==> src/rtl/sccb_write_arbiter.sv <==
// sccb_write_arbiter: round-robin sharing of one SCCB master among NREQ register writers.
// Optional macro SCCB_RETRY_EN enables automatic retry of NACKed writes. Rev 1.0
`default_nettype none

module sccb_write_arbiter #(
  parameter int         NREQ       = 2,
  parameter logic [7:0] SLAVE_ADDR = 8'h42,
  parameter int         GAP_CYCLES = 65536,
  parameter int         GAP_W      = 17,
  parameter int         MAX_RETRY  = 3
) (
  input  logic              clk_100MHz,
  input  logic              rst,
  input  logic [NREQ-1:0]   req,
  input  logic [8*NREQ-1:0] req_addr,
  input  logic [8*NREQ-1:0] req_data,
  output logic [NREQ-1:0]   done,
  output logic [NREQ-1:0]   err,
  output logic              busy,
  output logic              i2c_start,
  output logic              i2c_stop,
  output logic [7:0]        i2c_wr_data,
  input  logic [1:0]        i2c_ack,
  input  logic [3:0]        i2c_state
);

  localparam int               IDX_W    = (NREQ > 1) ? $clog2(NREQ) : 1;
  localparam logic [IDX_W-1:0] LAST_IDX = IDX_W'(NREQ - 1);
  localparam logic [GAP_W-1:0] GAP_END  = GAP_W'(GAP_CYCLES);

  typedef enum logic [2:0] {
    S_IDLE  = 3'd0,
    S_START = 3'd1,
    S_W_SLV = 3'd2,
    S_W_REG = 3'd3,
    S_W_DAT = 3'd4,
    S_GAP   = 3'd5
  } state_t;

  state_t           state, state_nxt;
  logic [IDX_W-1:0] ptr, grant, pick_idx, cand;
  logic             pick_found;
  logic [7:0]       lat_addr, lat_data;
  logic [GAP_W-1:0] gap_cnt;
  logic             load_grant, gap_inc, gap_clr;
  logic             done_hit, err_hit;
  logic             ack_tick, nack_tick, in_write;
  logic             nack_final, retry_go;

  assign ack_tick  = (i2c_ack == 2'b11);
  assign nack_tick = (i2c_ack == 2'b10);
  assign in_write  = (state == S_W_SLV) || (state == S_W_REG) || (state == S_W_DAT);
  assign busy      = (state != S_IDLE);

`ifdef SCCB_RETRY_EN
  localparam int RC_W = (MAX_RETRY > 0) ? $clog2(MAX_RETRY + 1) : 1;

  logic [RC_W-1:0] retry_cnt;
  logic            retry_pend;
  logic            retry_arm;

  assign nack_final = (retry_cnt == RC_W'(MAX_RETRY));
  assign retry_arm  = in_write && nack_tick && !nack_final;
  assign retry_go   = retry_pend;

  // A pending retry bypasses arbitration and reuses the latched grant and operands.
  always_ff @(posedge clk_100MHz) begin
    if (rst) begin
      retry_cnt  <= '0;
      retry_pend <= 1'b0;
    end else if (load_grant) begin
      retry_cnt  <= '0;
      retry_pend <= 1'b0;
    end else if (retry_arm) begin
      retry_cnt  <= retry_cnt + 1'b1;
      retry_pend <= 1'b1;
    end else if (gap_clr) begin
      retry_pend <= 1'b0;
    end
  end
`else
  assign nack_final = 1'b1;
  assign retry_go   = 1'b0;
`endif

  // Lowest rotation offset from ptr wins; scanning downward lets it overwrite.
  always_comb begin
    pick_found = 1'b0;
    pick_idx   = '0;
    cand       = '0;
    for (int k = NREQ - 1; k >= 0; k--) begin
      cand = IDX_W'((int'(ptr) + k) % NREQ);
      if (req[cand]) begin
        pick_found = 1'b1;
        pick_idx   = cand;
      end
    end
  end

  always_ff @(posedge clk_100MHz) begin
    if (rst) begin
      state <= S_IDLE;
    end else begin
      state <= state_nxt;
    end
  end

  always_comb begin
    state_nxt   = state;
    i2c_start   = 1'b0;
    i2c_stop    = 1'b0;
    i2c_wr_data = 8'h00;
    done_hit    = 1'b0;
    err_hit     = 1'b0;
    load_grant  = 1'b0;
    gap_inc     = 1'b0;
    gap_clr     = 1'b0;
    unique case (state)
      S_IDLE: begin
        if (pick_found) begin
          load_grant = 1'b1;
          state_nxt  = S_START;
        end
      end
      S_START: begin
        i2c_start   = 1'b1;
        i2c_wr_data = SLAVE_ADDR;
        state_nxt   = S_W_SLV;
      end
      S_W_SLV, S_W_REG, S_W_DAT: begin
        if (ack_tick) begin
          if (state == S_W_SLV) begin
            i2c_wr_data = lat_addr;
            state_nxt   = S_W_REG;
          end else if (state == S_W_REG) begin
            i2c_wr_data = lat_data;
            state_nxt   = S_W_DAT;
          end else begin
            i2c_stop  = 1'b1;
            done_hit  = 1'b1;
            state_nxt = S_GAP;
          end
        end else if (nack_tick) begin
          i2c_stop  = 1'b1;
          done_hit  = nack_final;
          err_hit   = nack_final;
          state_nxt = S_GAP;
        end
      end
      S_GAP: begin
        // The idle gap only counts once the master itself is idle.
        if (i2c_state == 4'd0) begin
          if (gap_cnt == GAP_END) begin
            gap_clr   = 1'b1;
            state_nxt = retry_go ? S_START : S_IDLE;
          end else begin
            gap_inc = 1'b1;
          end
        end
      end
      default: state_nxt = S_IDLE;
    endcase
  end

  always_comb begin
    done = '0;
    err  = '0;
    if (done_hit) done[grant] = 1'b1;
    if (err_hit)  err[grant]  = 1'b1;
  end

  always_ff @(posedge clk_100MHz) begin
    if (rst) begin
      ptr      <= '0;
      grant    <= '0;
      lat_addr <= 8'h00;
      lat_data <= 8'h00;
      gap_cnt  <= '0;
    end else begin
      if (load_grant) begin
        grant    <= pick_idx;
        ptr      <= (pick_idx == LAST_IDX) ? '0 : pick_idx + 1'b1;
        lat_addr <= req_addr[8*pick_idx +: 8];
        lat_data <= req_data[8*pick_idx +: 8];
      end
      if (gap_clr) begin
        gap_cnt <= '0;
      end else if (gap_inc) begin
        gap_cnt <= gap_cnt + 1'b1;
      end
    end
  end

endmodule

`default_nettype wire

==> config.mk <==
export PLATFORM = sky130hd
export DESIGN_NAME = sccb_write_arbiter
export DESIGN_NICKNAME = d
export VERILOG_FILES = /design/src/rtl/sccb_write_arbiter.sv
export SDC_FILE = /design/constraint.sdc
export NUM_CORES = 1
export LEC_CHECK = 0
export CAP_MARGIN = 30
export CELL_PAD_IN_SITES_DETAIL_PLACEMENT = 1
export CELL_PAD_IN_SITES_GLOBAL_PLACEMENT = 1
export CORE_MARGIN = 1
export CORE_UTILIZATION = 32
export CTS_BUF_LIST = sky130_fd_sc_hd__clkbuf_8 sky130_fd_sc_hd__clkbuf_16
export CTS_CLUSTER_SIZE = 25
export DETAILED_ROUTE_END_ITERATION = 8
export PLACE_DENSITY = 0.86
export RECOVER_POWER = 100
export SLEW_MARGIN = 20
export SYNTH_ARGS = -nofsm -noshare
export SYNTH_HDL_FRONTEND = slang
export SYNTH_SLANG_ARGS = --single-unit
==> constraint.sdc <==
create_clock -name clk_100MHz -period 1.8 [get_ports clk_100MHz]
set_input_delay 0.45 -clock clk_100MHz [delete_from_list [all_inputs] [get_ports clk_100MHz]]
set_output_delay 0.45 -clock clk_100MHz [all_outputs]
set_load 0.01 [all_outputs]
==> results.yml <==
status:
  status: "finished with violations"
  violations: "setup timing"
power_and_ir_drop:
  peakVddDrop_mv: 0.484
  p_leak_uw: 0.00130
  power_frac_seq_pct: 37.5
  p_int_uw: 1750
  power_frac_comb_pct: 37.2
  swShare_pct: 33.9
  p_sw_uw: 897
  p_clk_share_pct: 25.3
  cellPowerDensity_nw_per_um2: 766
floorplanning:
  die_h_um: 82.7
  io_pins: 57
  dieArea_um2: 6840
  row_count: 29
  die_w_um: 82.7
  start_util_pct: 33.0
  design.core.area_um2: 6310
min_path:
  min-delay-path-class: "reg2reg"
  holdPathStages: 2
global_routing:
  grt_start_max_net_pins: 18
  grt_usage_pct: 23.6
  antenna_found_initial: 0
  grt_overflow: 0
  grt_pass1_wl_um: 12000
  grt_pass1_vias: 2493
finish:
  fin_cells: 426
  drive_gt1_share_pct: 37.8
  fin_util_pct: 54.7
  n_antenna_cell: 0
  final_nets: 392
  syn_to_final_growth_pct: 65.9
logic_synthesis:
  yosysMostFrequentCell: "dfxtp_1"
  seq_area_frac_synth_pct: 36.5
  synth_area_leaders: "dfxtp_1 (37%), a222oi_1 (7.7%), nor2_1 (5.4%), a21oi_1 (4.8%), mux2i_1 (3.8%)"
  syn_nets: 289
  synth_common_cells: "dfxtp_1 (38), nor2_1 (30), a21oi_1 (20)"
  synthCells: 245
  synth_enable_flop_cells: 0
  synthFlopType: "dfxtp_1"
  synth_largest_type_area_fraction_pct: 36.5
  ys_ff_latch: 38
  ys_warn_count: 0
  syn-cell-area_um2: 2080
  ys_types: 45
  yosys.area.top_type: "dfxtp_1"
  synth_area_per_cell_um2: 8.50
  async_flop_share_pct: 0
routing:
  drt-pass1-iter-count: 7
  final_antenna_net_count: 0
  remaining_drc_errors: 0
  routed_wl_um: 9150
  vias: 2517
  wl_per_cell_um: 21.5
  drt_iter0_drc: 158
  viasPerCell: 5.91
timing:
  slew_headroom_pct: 68.4
  tightest_slew_ps: 467
  rsz0062_at_grt: "true"
  min_period_ps: 1940
  setup_viol_count_final: 24
  hold_slack_ps: 492
  fin_ws_ps: -140
  finalCritPeriodShare_pct: 108
  fmax_ghz: 0.516
  tns_ps: -1370
  finClkSkew_ps: 8.07
  drv_slew: 0
  hold_viol_final: 0
critical_path:
  crit_arrival_ps: 1490
  path_max_fanout: 6
  r2r_setup_slack_ps: -100
  end_kind: "output pin"
  startpoint_type: "flop"
  reg2regPathDepth: 9
  criticalPathCategory: "reg2out"
  crit_required_ps: 1350
cts:
  clock_path_buffers: 2
  cts_root_buf: "clkbuf_8"
  clk_latency_ps: 310
  cts_made_buffers: 5
  cts_sinks: 38
  clk_pin_slew_ps: 90
  cts_tree: "built"
  h-tree-depth: 2
placed_design:
  io_buffers: 56
  dp_cells: 401
  place_congestion: 0.806
  hpwlAfterDp_um: 5530
flow_run:
  maxCapViolCount: 0
critical path: stages, from the launching register on:
cell and delay [ps]:
dfxtp_4 400, nor2b_4 200, buf_6 120, nor2_2 40, nor4b_2 250, buf_2 170
final timing paths:
| check | endpoint | from |
|---|---|---|
| hold reg to reg | ptr$_SDFFE_PP0P_ | ptr$_SDFFE_PP0P_ |
| setup reg to reg | lat_addr[3]$_SDFFE_PP0P_ | state[0]$_SDFFE_PP0P_ |
| setup / recovery | err[1] | state[1]$_SDFFE_PP0P_ |
| hold / removal | ptr$_SDFFE_PP0P_ | ptr$_SDFFE_PP0P_ |
power by group through the flow:
| stage | sequential (µW) | combinational [µW] | clock, µW |
|---|---|---|---|
| after floorplan | 961 | 337 | 0 |
| after global placement | 975 | 675 | 0 |
| after detailed placement | 980 | 714 | 0 |
| after CTS | 973 | 765 | 651 |
| after global routing | 997 | 1040 | 704 |
| final | 993 | 985 | 671 |
kinds of logic (layout without fill, tap and decap cells):
| kind of cell | count (synthesis) | count (layout) | synth area share (%) |
|---|---|---|---|
| fa+ha+maj | 2 | 2 | 1.20 |
| flops | 38 | 38 | 36.5 |
| simple gates | 102 | 102 | 28.4 |
| mux | 8 | 8 | 3.84 |
| compound gates | 65 | 65 | 23.6 |
| buf+inv | 30 | 134 | 6.43 |
routing by layer:
metal / GRT usage, % / wire (µm) / vias up / share of wire (%)
met1: 26.2 / 3490 / 1259 / 38
met2: 42.8 / 4950 / 84 / 54
met3: 6.04 / 377 / 33 / 4.1
li1: - / - / 1141 / -
met5: 0 / 0 / - / 0
met4: 8.97 / 323 / 0 / 3.5
sequential cells by signal (all words and copies together) (netlist names):
signal    cells
lat_addr      8
lat_data      8
state         3
gap_cnt      17
grant         1
ptr           1
final cells by class:
class | count | area, µm²
repair buffers | 111 | 1030
inverters | 15 | 56.3
flip-flops and latches | 38 | 776
multi-input cells | 177 | 1410
clock inverters | 2 | 12.5
fillers | 722 | 2860
clock buffers | 6 | 82.6
well taps | 77 | 96.3
placed cells by master (no fill, tap or decap), types with 3 or more instances in the layout:
cell / count
mux2i_2: 5
nor2_1: 21
or4_1: 3
clkbuf_2: 3
nand2b_4: 3
or3_1: 8
o31ai_1: 5
a222oi_1: 16
dfxtp_4: 3
o21ai_0: 3
o21ai_2: 3
dfxtp_2: 3
buf_4: 40
o32ai_1: 8
buf_6: 15
inv_1: 14
nand3_1: 7
nor2_4: 8
clkdlybuf4s50_1: 35
dlygate4sd2_1: 4
clkbuf_8: 6
a21oi_1: 19
nand4_1: 4
nand2b_1: 3
buf_12: 3
dfxtp_1: 32
buf_2: 7
nand2_1: 14
repair_timing:
action                     in CTS  in global routing
setup endpoints to repair      34                 29
hold buffers                    0                  0
buffers inserted                3                 14
pin swaps                      12                 23
resized for setup              98                 52
per-stage QoR:
step	setup WS (ps)	cell area [µm²]	total power, µW
floorplan	128	2080	1300
global placement	-622	2990	1650
detailed placement	-648	2990	1690
CTS	-89.8	3180	2390
global route	-263	3460	2740
finish	-140	3460	2650
Note: power is estimated with default switching activity, not from simulation.
